### src/rtl/stream_demux_1x2_pkg.sv
// Shared definitions for the stream_demux_1x2 block.
//   DEMUX_SEL_A / DEMUX_SEL_B : dataSel encodings for the two destinations
//   DEMUX_BIT_SIZE            : default data width
//   DEMUX_CNT_WIDTH           : default delivered-beat counter width
//   fifo2_state_t             : occupancy state of the 2-entry output FIFO
package stream_demux_1x2_pkg;

  localparam logic DEMUX_SEL_A = 1'b0;
  localparam logic DEMUX_SEL_B = 1'b1;

  localparam int DEMUX_BIT_SIZE  = 32;
  localparam int DEMUX_CNT_WIDTH = 16;

  typedef enum logic [1:0] {
    FIFO_EMPTY,
    FIFO_ONE,
    FIFO_FULL
  } fifo2_state_t;

endpackage

### src/rtl/stream_demux_1x2_if.sv
// Handshake bundle of the 1-to-2 stream demultiplexer.
//   Input stream : dataIn, dataSel, dataInValid (to demux), dataInReady (from demux)
//   Output A     : dataOutA, validA (from demux), readyA (to demux), countA
//   Output B     : dataOutB, validB (from demux), readyB (to demux), countB
// Modports:
//   slave  - the demux itself
//   master - the environment (producer plus both consumers)
interface stream_demux_1x2_if #(
  parameter int BIT_SIZE  = stream_demux_1x2_pkg::DEMUX_BIT_SIZE,
  parameter int CNT_WIDTH = stream_demux_1x2_pkg::DEMUX_CNT_WIDTH
);

  logic [BIT_SIZE-1:0]  dataIn;
  logic                 dataSel;
  logic                 dataInValid;
  logic                 dataInReady;
  logic [BIT_SIZE-1:0]  dataOutA;
  logic                 validA;
  logic                 readyA;
  logic [BIT_SIZE-1:0]  dataOutB;
  logic                 validB;
  logic                 readyB;
  logic [CNT_WIDTH-1:0] countA;
  logic [CNT_WIDTH-1:0] countB;

  modport slave (
    input  dataIn, dataSel, dataInValid, readyA, readyB,
    output dataInReady, dataOutA, validA, dataOutB, validB, countA, countB
  );

  modport master (
    output dataIn, dataSel, dataInValid, readyA, readyB,
    input  dataInReady, dataOutA, validA, dataOutB, validB, countA, countB
  );

endinterface

### src/rtl/stream_demux_1x2_fifo.sv
// fifo_2entry: two-slot register FIFO used on each demux output.
// Ports:
//   clk, resetN : clock, asynchronous active-low reset
//   pushData    : data written on push
//   push, pop   : requests; ignored when they cannot be honoured
//   headData    : oldest entry; holds its last value while empty (0 after reset)
//   notEmpty    : at least one entry buffered
//   full        : both slots occupied
module fifo_2entry
  import stream_demux_1x2_pkg::*;
#(
  parameter int BIT_SIZE = DEMUX_BIT_SIZE
) (
  input  logic                clk,
  input  logic                resetN,
  input  logic [BIT_SIZE-1:0] pushData,
  input  logic                push,
  input  logic                pop,
  output logic [BIT_SIZE-1:0] headData,
  output logic                notEmpty,
  output logic                full
);

  fifo2_state_t        state_q, state_d;
  logic [BIT_SIZE-1:0] head_q, head_d;
  logic [BIT_SIZE-1:0] tail_q, tail_d;
  logic                do_push, do_pop;

  always_comb begin
    state_d = state_q;
    head_d  = head_q;
    tail_d  = tail_q;
    do_pop  = pop & (state_q != FIFO_EMPTY);
    // A push into a full FIFO is legal only when a pop frees a slot this cycle.
    do_push = push & ((state_q != FIFO_FULL) | do_pop);
    case (state_q)
      FIFO_EMPTY: begin
        if (do_push) begin
          head_d  = pushData;
          state_d = FIFO_ONE;
        end
      end
      FIFO_ONE: begin
        if (do_push && do_pop) begin
          head_d = pushData;
        end else if (do_push) begin
          tail_d  = pushData;
          state_d = FIFO_FULL;
        end else if (do_pop) begin
          // Head is left untouched so the output keeps its last value.
          state_d = FIFO_EMPTY;
        end
      end
      FIFO_FULL: begin
        if (do_pop) begin
          head_d = tail_q;
          if (do_push) begin
            tail_d = pushData;
          end else begin
            state_d = FIFO_ONE;
          end
        end
      end
      default: state_d = FIFO_EMPTY;
    endcase
  end

  always_ff @(posedge clk or negedge resetN) begin
    if (!resetN) begin
      state_q <= FIFO_EMPTY;
      head_q  <= '0;
      tail_q  <= '0;
    end else begin
      state_q <= state_d;
      head_q  <= head_d;
      tail_q  <= tail_d;
    end
  end

  assign headData = head_q;
  assign notEmpty = (state_q != FIFO_EMPTY);
  assign full     = (state_q == FIFO_FULL);

endmodule

### src/rtl/stream_demux_1x2.sv
// stream_demux_1x2: routes one valid/ready stream to output A or B, chosen per
// beat by dataSel. Each output is decoupled by a 2-entry FIFO so a stalled
// consumer only blocks beats headed to its own output once its FIFO is full.
// Ports:
//   clk    : rising-edge clock
//   resetN : asynchronous active-low reset (clears FIFOs and counters)
//   bus    : stream_demux_1x2_if.slave (input stream, outputs A/B, counters)
module stream_demux_1x2
  import stream_demux_1x2_pkg::*;
#(
  parameter int BIT_SIZE  = DEMUX_BIT_SIZE,
  parameter int CNT_WIDTH = DEMUX_CNT_WIDTH
) (
  input  logic                 clk,
  input  logic                 resetN,
  stream_demux_1x2_if.slave    bus
);

  logic                 rdy_en_q, rdy_en_d;
  logic [CNT_WIDTH-1:0] cnt_a_q, cnt_a_d;
  logic [CNT_WIDTH-1:0] cnt_b_q, cnt_b_d;

  logic [BIT_SIZE-1:0]  head_a, head_b;
  logic                 not_empty_a, not_empty_b;
  logic                 full_a, full_b;
  logic                 pop_a, pop_b;
  logic                 push_a, push_b;
  logic                 in_ready, in_fire;

  always_comb begin
    pop_a = not_empty_a & bus.readyA;
    pop_b = not_empty_b & bus.readyB;
    // Ready tracks the selected destination; a pop in the same cycle frees a slot.
    // rdy_en_q keeps ready low until the first clock edge after reset release.
    if (bus.dataSel == DEMUX_SEL_B) begin
      in_ready = rdy_en_q & (~full_b | pop_b);
    end else begin
      in_ready = rdy_en_q & (~full_a | pop_a);
    end
    in_fire  = bus.dataInValid & in_ready;
    push_a   = in_fire & (bus.dataSel == DEMUX_SEL_A);
    push_b   = in_fire & (bus.dataSel == DEMUX_SEL_B);
    rdy_en_d = 1'b1;
    cnt_a_d  = cnt_a_q + {{(CNT_WIDTH-1){1'b0}}, pop_a};
    cnt_b_d  = cnt_b_q + {{(CNT_WIDTH-1){1'b0}}, pop_b};
  end

  always_ff @(posedge clk or negedge resetN) begin
    if (!resetN) begin
      rdy_en_q <= 1'b0;
      cnt_a_q  <= '0;
      cnt_b_q  <= '0;
    end else begin
      rdy_en_q <= rdy_en_d;
      cnt_a_q  <= cnt_a_d;
      cnt_b_q  <= cnt_b_d;
    end
  end

  fifo_2entry #(.BIT_SIZE(BIT_SIZE)) u_fifo_a (
    .clk      (clk),
    .resetN   (resetN),
    .pushData (bus.dataIn),
    .push     (push_a),
    .pop      (pop_a),
    .headData (head_a),
    .notEmpty (not_empty_a),
    .full     (full_a)
  );

  fifo_2entry #(.BIT_SIZE(BIT_SIZE)) u_fifo_b (
    .clk      (clk),
    .resetN   (resetN),
    .pushData (bus.dataIn),
    .push     (push_b),
    .pop      (pop_b),
    .headData (head_b),
    .notEmpty (not_empty_b),
    .full     (full_b)
  );

  assign bus.dataInReady = in_ready;
  assign bus.dataOutA    = head_a;
  assign bus.validA      = not_empty_a;
  assign bus.dataOutB    = head_b;
  assign bus.validB      = not_empty_b;
  assign bus.countA      = cnt_a_q;
  assign bus.countB      = cnt_b_q;

endmodule

### src/flat_wrapper.sv
// flat-port wrapper written by rule: the top's interface ports become plain ports
module stream_demux_1x2_flat import stream_demux_1x2_pkg::*;
#(
  parameter int BIT_SIZE  = DEMUX_BIT_SIZE,
  parameter int CNT_WIDTH = DEMUX_CNT_WIDTH
)
  (clk, resetN, bus_dataIn, bus_dataSel, bus_dataInValid, bus_readyA, bus_readyB, bus_dataInReady, bus_dataOutA, bus_validA, bus_dataOutB, bus_validB, bus_countA, bus_countB);
  stream_demux_1x2_if #(.BIT_SIZE(BIT_SIZE), .CNT_WIDTH(CNT_WIDTH)) bus_i ();
  input  logic clk;
  input  logic resetN;
  input wire logic [$bits(bus_i.dataIn)-1:0] bus_dataIn;
  input wire logic [$bits(bus_i.dataSel)-1:0] bus_dataSel;
  input wire logic [$bits(bus_i.dataInValid)-1:0] bus_dataInValid;
  input wire logic [$bits(bus_i.readyA)-1:0] bus_readyA;
  input wire logic [$bits(bus_i.readyB)-1:0] bus_readyB;
  output wire logic [$bits(bus_i.dataInReady)-1:0] bus_dataInReady;
  output wire logic [$bits(bus_i.dataOutA)-1:0] bus_dataOutA;
  output wire logic [$bits(bus_i.validA)-1:0] bus_validA;
  output wire logic [$bits(bus_i.dataOutB)-1:0] bus_dataOutB;
  output wire logic [$bits(bus_i.validB)-1:0] bus_validB;
  output wire logic [$bits(bus_i.countA)-1:0] bus_countA;
  output wire logic [$bits(bus_i.countB)-1:0] bus_countB;
  assign bus_i.dataIn = bus_dataIn;
  assign bus_i.dataSel = bus_dataSel;
  assign bus_i.dataInValid = bus_dataInValid;
  assign bus_i.readyA = bus_readyA;
  assign bus_i.readyB = bus_readyB;
  assign bus_dataInReady = bus_i.dataInReady;
  assign bus_dataOutA = bus_i.dataOutA;
  assign bus_validA = bus_i.validA;
  assign bus_dataOutB = bus_i.dataOutB;
  assign bus_validB = bus_i.validB;
  assign bus_countA = bus_i.countA;
  assign bus_countB = bus_i.countB;
  stream_demux_1x2 #(.BIT_SIZE(BIT_SIZE), .CNT_WIDTH(CNT_WIDTH)) u_core (.clk(clk), .resetN(resetN), .bus(bus_i));
endmodule
### config.mk
export PLATFORM = sky130hd
export DESIGN_NAME = stream_demux_1x2_flat
export DESIGN_NICKNAME = d
export VERILOG_FILES = /design/src/rtl/stream_demux_1x2_pkg.sv /design/src/rtl/stream_demux_1x2_if.sv /design/src/rtl/stream_demux_1x2_fifo.sv /design/src/rtl/stream_demux_1x2.sv /design/src/flat_wrapper.sv
export SDC_FILE = /design/constraint.sdc
export NUM_CORES = 1
export LEC_CHECK = 0
export CAP_MARGIN = 20
export CORE_UTILIZATION = 40
export DETAILED_ROUTE_END_ITERATION = 10
export PLACE_DENSITY = 0.75
export SLEW_MARGIN = 20
export SYNTH_ARGS = -nofsm -noshare
export SYNTH_HDL_FRONTEND = slang
export SYNTH_SLANG_ARGS = --single-unit
export TNS_END_PERCENT = 10
### constraint.sdc
create_clock -name clk -period 3 [get_ports clk]
set_input_delay 0.45 -clock clk [delete_from_list [all_inputs] [get_ports clk]]
set_output_delay 0.45 -clock clk [all_outputs]
set_load 0.005 [all_outputs]
==> results.sh, run 1 <==
export IMPL_utilization_pct=52.40
export IMPL_cp_max_fo=13
export IMPL_synthCells=575
export IMPL_dp_cells=920
export IMPL_grt_pass1_vias=5406
export IMPL_whs_ns=0.02653
export IMPL_final_layout_size_suffix_gt1_share_pct=19.78
export IMPL_die_w_um=139.9
export IMPL_dr_pass1_iters=7
export IMPL_layout_commonest_cell="dfrtp_1"
export IMPL_ys_seq_area_share_pct=54.28
export IMPL_cts_buffers=17
export IMPL_rows=50
export IMPL_final_fill_count=1560
export IMPL_maxCapViolations=0
export IMPL_power_density_mw_per_mm2=722.8
export IMPL_gr_total_overflow=0
export IMPL_period_needed_ns=2.447
export IMPL_cts_sinks=165
export IMPL_period_share_pct=81.56
export IMPL_antenna_found_initial=0
export IMPL_nets=747
export IMPL_yosysWarnings=0
export IMPL_hold_buffers=0
export IMPL_synth_area_per_cell_um2=13.23
export IMPL_clk_pin_slew_worst_paths_ns=0.07
export IMPL_yosysUniqueCellTypes=37
export IMPL_grt_total_usage_pct=18.79
export IMPL_ys_seq_elements=165
export IMPL_finalPower_w=0.007062
export IMPL_clk_latency_ns=0.42
export IMPL_initial_core_util_pct=40.81
export IMPL_postRouteWirelength_um=17340
export IMPL_synth_fp_nets=617
export IMPL_post_cts_buffers=0
export IMPL_remaining_drc_errors=0
export IMPL_area_growth_synth_to_final_pct=28.42
export IMPL_finalHoldViolCount=0
export IMPL_grt_setup_unrepaired="no"
export IMPL_wl_per_cell_um=18.21
export IMPL_path_class="reg -> out"
export IMPL_critPathLaunchType="flop"
export IMPL_final_max_slew_viol_count=0
export IMPL_fin_cells=952
export IMPL_slew_headroom_pct=29.60
export IMPL_pin_count=137
export IMPL_diodes=0
export IMPL_tritoncts="yes"
export IMPL_arrival_ns=2.00
export IMPL_cts_buffer_depth=2
export IMPL_cts_root_buffer="clkbuf_16"
export IMPL_regToRegSetupSlack_ns=0.71
export IMPL_timing_fmax_ghz=0.4087
export IMPL_status="finished clean"
export IMPL_die_y_um=139.9
export IMPL_ant_nets=0
export IMPL_leakagePower_nw=4.448
export IMPL_first_iter_violations=209
export IMPL_netlist_area_mm2=0.007607
export IMPL_worstMarginPinSlew_ns=1.056
export IMPL_gp_congestion=0.7714
export IMPL_io_buffers=136
export IMPL_grt_pass1_wl_um=28830
export IMPL_crit_required_ns=2.55
export IMPL_core_area_mm2=0.01864
export IMPL_hold_path_class="in -> async"
export IMPL_ir_drop_v=0.0004024
export IMPL_drt_vias_per_instance=5.350
export IMPL_fp_dieArea_mm2=0.01957
export IMPL_cts_resized_gates=0
export IMPL_finClkSkew_ns=0.007503
export IMPL_grt_max_degree=73
export IMPL_final_cell_mix="dfrtp_1 (165), clkdlybuf4s50_1 (135), mux2_1 (69)"
export IMPL_cp_end_kind="output port"
export IMPL_setup_viol=0
export IMPL_hpwlAfterDp_um=11880
export IMPL_finalSetupTns_ns=0
export IMPL_dr_total_vias=5093
export IMPL_htree_levels=4
stage by stage:
step,setup slack (ns),cell area (um2)
floorplan,1.063,7607
global placement,0.3816,9184
detailed placement,0.2785,9184
CTS,0.5817,9769
global route,0.5098,9769
finish,0.5533,9769
cell families (layout without fill, tap and decap cells):
| family | after synthesis | count (layout) | share of synthesized area [%] |
|---|---|---|---|
| other cells | 1 | 1 | 0.04929 |
| simple gates | 132 | 132 | 9.375 |
| mux | 131 | 131 | 20.79 |
| xor+xnor | 28 | 28 | 3.224 |
| fa+ha+maj | 4 | 4 | 0.6579 |
| flops | 165 | 165 | 54.28 |
| compound gates | 42 | 42 | 7.072 |
| buf+inv | 72 | 215 | 4.556 |
flip-flops by register name (all words and copies together), names as in the netlist:
| name | flops |
|---|---|
| u_core.bus.countA | 16 |
| u_core.bus.countB | 16 |
| u_core.u_fifo_b.tail_q | 32 |
| u_core.rdy_en_q | 1 |
| u_core.u_fifo_b.headData | 32 |
| u_core.u_fifo_a.state_q | 2 |
| u_core.u_fifo_b.state_q | 2 |
| u_core.u_fifo_a.headData | 32 |
| u_core.u_fifo_a.tail_q | 32 |
power by group:
part	leakage, nW	switching (W)	internal, W
clock	0.292	0.000905	0.00127
sequential	2.01	0.000393	0.00283
combinational	2.15	0.000558	0.00111
total	4.45	0.00186	0.00521
cell usage after synthesis, drive strengths merged:
| library cell | instances | area share (%) |
|---|---|---|
| nand4 | 6 | 0.49 |
| buf | 21 | 2.0 |
| xor2 | 19 | 2.2 |
| a21oi | 1 | 0.066 |
| o311a | 1 | 0.13 |
| nand3 | 14 | 0.92 |
| o21ai | 2 | 0.13 |
| inv | 36 | 1.8 |
| mux2 | 129 | 21 |
| nand2b | 2 | 0.16 |
| nor3 | 8 | 0.53 |
| nor2 | 37 | 1.8 |
| clkbuf | 15 | 0.74 |
| conb | 1 | 0.049 |
| ha | 4 | 0.66 |
| a21o | 3 | 0.30 |
| nand4b | 1 | 0.12 |
| and2 | 2 | 0.16 |
| mux2i | 2 | 0.26 |
| xnor2 | 9 | 1.0 |
| o21a | 1 | 0.099 |
| a311oi | 32 | 6.2 |
| nor2b | 3 | 0.25 |
| nand3b | 4 | 0.56 |
| or3b | 3 | 0.35 |
| or2 | 2 | 0.16 |
| nand2 | 8 | 0.39 |
| dfrtp | 165 | 54 |
| o221ai | 1 | 0.12 |
| o22ai | 1 | 0.082 |
| nor4 | 40 | 3.3 |
| and3 | 2 | 0.16 |
final timing paths:
| check | from | end | depth (start not counted) |
|---|---|---|---|
| setup / recovery | u_core.u_fifo_a.state_q[1] | bus_dataInReady | 3 |
| hold / removal | resetN | u_core.u_fifo_b.headData[2] | 1 |
| min in group clk | u_core.bus.countA[15] | u_core.bus.countA[15] | 1 |
| max in group asynchronous | resetN | u_core.u_fifo_b.headData[0] | 2 |
| hold reg to reg | u_core.bus.countA[15] | u_core.bus.countA[15] | 1 |
| setup reg to reg | u_core.u_fifo_a.state_q[1] | u_core.bus.countA[14] | 7 |
metal layers:
metal  up-vias  wire, um  global-route usage, %
li1       2325         -                      -
met1      2623      7889                  24.85
met2       126      8386                  30.39
met3        19       838                  4.308
met4         0       225                  6.478
met5         -         0                      0
critical path, stage by stage, from the launching register on:
cell	delay (ns)
dfrtp_1	0.63
nand2b_1	0.16
o311a_1	0.32
clkdlybuf4s50_1	0.47
layout make-up:
class,instances,area (um2),area share (%)
well taps,234,292.8,2.997
clock buffers,19,452.9,4.636
flip-flops and latches,165,4129,42.26
inverters,36,135.1,1.383
clock inverters,13,132.6,1.358
multi-input cells,338,3157,32.31
repair buffers,147,1470,15.05
No activity file was read; power rests on OpenSTA's default activity.
==> run 2, diff against run 1 <==
- clock period: 3 -> 2.49 ns (I/O delays scaled with it)
==> run 2 against run 1 <==
  * Via count increased by 3.4%
  * Clock power increased by 27%
  * Flip-flop and latch count unchanged
  * Die area unchanged
  * Count of clock-buffer cells in the layout decreased by 2
  * Final area increased by 1.7%
  * Core utilization increased by 0.91 points
  * Register-to-register slack got worse by 0.24 ns
  * First-iteration DRC count increased by 21%
  * Sequential share of layout area decreased by 0.71 points
  * Sequential power increased by 20%
==> results.sh, run 2 (synthesis results as in run 1) <==
export IMPL_remaining_drc_errors=0
export IMPL_path_buf_inv=1
export IMPL_grt_total_usage_pct=19.15
export IMPL_cts_sinks=165
export IMPL_hpwlAfterDp_um=11930
export IMPL_cp_end_kind="output port"
export IMPL_gp_congestion=0.8386
export IMPL_cts_root_buffer="clkbuf_16"
export IMPL_m1WireLength_um=8166
export IMPL_die_w_um=139.9
export IMPL_crit_slowest_cell="dfrtp_1"
export IMPL_hold_path_class="reg -> reg"
export IMPL_clk_pin_slew_worst_paths_ns=0.07
export IMPL_status="finished clean"
export IMPL_fp_dieArea_mm2=0.01957
export IMPL_postRouteWirelength_um=17860
export IMPL_cts_buffers=17
export IMPL_setup_slack_ns=0.1865
export IMPL_layout_commonest_cell="dfrtp_1"
export IMPL_io_buffers=136
export IMPL_finClkSkew_ns=0.005550
export IMPL_wl_per_cell_um=18.55
export IMPL_critPathLaunchType="flop"
export IMPL_setup_viol=0
export IMPL_dr_pass1_iters=7
export IMPL_met2_length_um=8606
export IMPL_final_layout_size_suffix_gt1_share_pct=20.99
export IMPL_utilization_pct=53.32
export IMPL_period_share_pct=92.51
export IMPL_postPlaceCellArea_mm2=0.009309
export IMPL_area_growth_synth_to_final_pct=30.66
export IMPL_die_y_um=139.9
export IMPL_dp_slack_ns=0.1245
export IMPL_initial_core_util_pct=40.81
export IMPL_ant_nets=0
export IMPL_finalSetupTns_ns=0
export IMPL_rows=50
export IMPL_final_fill_count=1553
export IMPL_tritoncts="yes"
export IMPL_core_area_mm2=0.01864
export IMPL_arrival_ns=1.93
export IMPL_drt_vias_per_instance=5.467
export IMPL_leakagePower_nw=4.518
export IMPL_final_max_slew_viol_count=0
export IMPL_htree_levels=4
export IMPL_gr_total_overflow=0
export IMPL_crit_required_ns=2.12
export IMPL_ff_latch_area_mm2=0.004130
export IMPL_final_cell_mix="dfrtp_1 (164), clkdlybuf4s50_1 (135), mux2_1 (69)"
export IMPL_cts_buffer_depth=2
export IMPL_grt_pass1_wl_um=29390
export IMPL_diodes=0
export IMPL_ir_drop_v=0.0004984
export IMPL_pin_count=137
export IMPL_period_needed_ns=2.303
export IMPL_finalHoldViolCount=0
export IMPL_timing_fmax_ghz=0.4341
export IMPL_whs_ns=0.4705
export IMPL_grt_max_degree=86
export IMPL_crit_chain="nor2b_1 -> nand3b_1 -> o311a_1 -> clkdlybuf4s50_1"
export IMPL_cp_max_fo=8
export IMPL_critPathMaxStageDelay_ns=0.47
export IMPL_power_density_mw_per_mm2=871.6
export IMPL_grt_pass1_vias=5498
export IMPL_multi_input_area_mm2=0.003157
export IMPL_path_delay_family="flip-flops"
export IMPL_top_layer_used="met4"
export IMPL_clk_latency_ns=0.42
export IMPL_worstMarginPinSlew_ns=0.5237
export IMPL_grt_setup_unrepaired="no"
export IMPL_dr_total_vias=5265
export IMPL_path_class="reg -> out"
export IMPL_first_iter_violations=253
export IMPL_maxCapViolations=0
export IMPL_nets=758
export IMPL_wl_met3_um=750
export IMPL_final_cell_area_mm2=0.009940
export IMPL_slew_headroom_pct=65.09
export IMPL_antenna_found_initial=0
## run 2: cell count changes in the layout (fill, tap and decap cells not counted), sizes merged
cell,before,now
buf,12,22
clkinvlp,1,3
dlygate4sd3,0,1
clkbuf,19,17
bufinv,2,3
clkinv,10,3
inv,36,42
## run 2: layout make-up
type                       count  share of cell area, %
timing repair buffer         158                  16.15
multi-input combinational    338                  31.76
tap                          234                  2.946
sequential                   165                  41.55
clock buffer                  17                  4.280
inverter                      36                  1.360
clock inverter                15                  1.951
## run 2: through the flow
stage | total power, W | cells
final | 0.008663 | 963
after global routing | 0.009116 | 963
after CTS | 0.008774 | 963
after detailed placement | 0.005971 | 930
after global placement | 0.005860 | 930
after floorplan | 0.004744 | 575
## run 2: final timing paths
path / start / to / slack [ns] / cells after the start
setup / recovery: u_core.u_fifo_b.state_q[1] / bus_dataInReady / 0.19 / 4
hold / removal: u_core.bus.countA[15] / u_core.bus.countA[15] / 0.47 / 1
setup reg to reg: u_core.u_fifo_a.state_q[1] / u_core.bus.countA[13] / 0.47 / 7
hold reg to reg: u_core.bus.countA[15] / u_core.bus.countA[15] / 0.47 / 1
max in group asynchronous: resetN / u_core.u_fifo_b.tail_q[13] / 1.55 / 3
min in group asynchronous: resetN / u_core.bus.countA[13] / 0.53 / 3
## run 2: where the power goes
part           internal (W)  total [W]  switching, W
clock               0.00161    0.00275       0.00114
combinational       0.00136    0.00204      0.000680
sequential          0.00341    0.00388      0.000474
total               0.00637    0.00866       0.00230
## run 2: layer usage
| metal | vias up | GRT usage [%] |
|---|---|---|
| met4 | 0 | 6.940 |
| met2 | 168 | 31.45 |
| met5 | - | 0 |
| met1 | 2717 | 25.32 |
| met3 | 31 | 3.590 |
| li1 | 2349 | - |
## run 2: what timing repair did
action | CTS | global route
gates resized for setup | 0 | 1
hold buffers | 1 | 0
setup buffers | 0 | 0
hold endpoints to repair | 63 | 0
endpoints found under the setup margin | 0 | 1
==> run 3, diff against run 2 <==
- CTS_BUF_LIST: not set -> sky130_fd_sc_hd__clkbuf_8
==> run 3 against run 2 <==
  * Non-clock buffer count did not move
  * Wire length rose by 0.67%
  * Setup slack got worse by 0.039 ns
  * Combinational power barely moved
  * First-iteration DRC count fell by 17%
  * Sequential power barely moved
  * Critical path depth did not move
  * Via count fell by 1.2%
==> results.sh, run 3 (synthesis results as in run 1) <==
export IMPL_remaining_drc_errors=0
export IMPL_final_cell_mix="dfrtp_1 (164), clkdlybuf4s50_1 (135), mux2_1 (69)"
export IMPL_die_w_um=139.9
export IMPL_slew_headroom_pct=65.21
export IMPL_postRouteWirelength_um=17980
export IMPL_gp_congestion=0.8386
export IMPL_layout_commonest_cell="dfrtp_1"
export IMPL_grt_pass1_wl_um=29440
export IMPL_die_y_um=139.9
export IMPL_clk_pin_slew_worst_paths_ns=0.09
export IMPL_period_needed_ns=2.343
export IMPL_diodes=0
export IMPL_grt_total_usage_pct=19.25
export IMPL_setup_viol=0
export IMPL_core_area_mm2=0.01864
export IMPL_grt_max_degree=86
export IMPL_power_density_mw_per_mm2=822.6
export IMPL_antenna_found_initial=0
export IMPL_clk_latency_ns=0.46
export IMPL_io_buffers=136
export IMPL_final_max_slew_viol_count=0
export IMPL_finalPower_w=0.008018
export IMPL_leakagePower_nw=4.431
export IMPL_cts_buffer_depth=2
export IMPL_grt_pass1_vias=5525
export IMPL_finalSetupTns_ns=0
export IMPL_wl_per_cell_um=18.67
export IMPL_grt_setup_unrepaired="no"
export IMPL_status="finished clean"
export IMPL_rows=50
export IMPL_cp_end_kind="output port"
export IMPL_cts_root_buffer="clkbuf_8"
export IMPL_period_share_pct=94.08
export IMPL_htree_levels=4
export IMPL_drt_vias_per_instance=5.400
export IMPL_finClkSkew_ns=0.01553
export IMPL_ir_drop_v=0.0003667
export IMPL_initial_core_util_pct=40.81
export IMPL_maxCapViolations=0
export IMPL_ant_nets=0
export IMPL_cts_sinks=165
export IMPL_first_iter_violations=210
export IMPL_final_layout_size_suffix_gt1_share_pct=20.99
export IMPL_timing_fmax_ghz=0.4269
export IMPL_pin_count=137
export IMPL_tritoncts="yes"
export IMPL_dr_total_vias=5200
export IMPL_finalHoldViolCount=0
export IMPL_nets=758
export IMPL_crit_required_ns=2.12
export IMPL_gr_total_overflow=0
export IMPL_hold_path_class="reg -> reg"
export IMPL_dr_pass1_iters=6
export IMPL_arrival_ns=1.97
export IMPL_cp_max_fo=8
export IMPL_area_growth_synth_to_final_pct=28.14
export IMPL_worstMarginPinSlew_ns=0.5218
export IMPL_critPathLaunchType="flop"
export IMPL_fp_dieArea_mm2=0.01957
export IMPL_path_class="reg -> out"
export IMPL_hpwlAfterDp_um=11930
export IMPL_cts_buffers=17
-- run 3: cell counts in the layout (fill, tap and decap cells not counted) --
No cell type changed its count.
-- run 3: where the power goes --
| group | switching (W) | internal, W |
|---|---|---|
| combinational | 0.000683 | 0.00136 |
| clock | 0.00109 | 0.00102 |
| sequential | 0.000476 | 0.00340 |
| total | 0.00224 | 0.00577 |
-- run 3: path summary, 6_finish.rpt --
path                            slack (ns)                        from  depth (start not counted)                          to
worst min register to register        0.47       u_core.bus.countA[15]                          1       u_core.bus.countA[15]
worst max register to register        0.45  u_core.u_fifo_a.state_q[1]                          7       u_core.bus.countA[13]
worst min-delay path                  0.47       u_core.bus.countA[15]                          1       u_core.bus.countA[15]
min in group asynchronous             0.48                      resetN                          3       u_core.bus.countA[13]
max in group asynchronous             1.62                      resetN                          3  u_core.u_fifo_b.tail_q[17]
worst max-delay path                  0.15  u_core.u_fifo_b.state_q[1]                          4             bus_dataInReady
-- run 3: cell type report --
class | count | area [um2]
fillers | 1582 | 8895
inverters | 36 | 135.1
flip-flops and latches | 165 | 4130
clock buffers | 17 | 234.0
clock inverters | 15 | 193.9
multi-input cells | 338 | 3157
well taps | 234 | 292.8
repair buffers | 158 | 1605
-- run 3: timing repair --
item | CTS | global route
gates resized for setup | 1 | 0
endpoints found under the setup margin | 1 | 0
endpoints found under the hold margin | 165 | 0
hold buffers | 1 | 0
buffers inserted | 0 | 0
-- run 3: per-stage QoR --
step	cell area (um2)	cells	utilization [%]	setup slack [ns]	hold WS [ns]
finish	9748	963	52.29	0.1475	0.4738
global route	9748	963	52.29	0.05539	0.4977
CTS	9748	963	52.29	0.1237	0.4754
detailed placement	9309	930	49.93	0.1245	0.4273
global placement	9309	930	49.93	0.1639	0.4173
floorplan	7607	575	-	0.5530	0.07791
-- run 3: critical path: stages, from the launching register on --
cell	delay [ns]
dfrtp_1	0.48
nor2b_1	0.32
nand3b_1	0.12
o311a_1	0.16
clkdlybuf4s50_1	0.45
-- run 3: metal layers --
| layer | track usage (%) | vias up | share of wire, % |
|---|---|---|---|
| met5 | 0 | - | 0 |
| met4 | 7.519 | 0 | 2.3 |
| met3 | 3.932 | 32 | 4.0 |
| met2 | 31.45 | 138 | 48 |
| met1 | 25.17 | 2682 | 46 |
| li1 | - | 2348 | - |
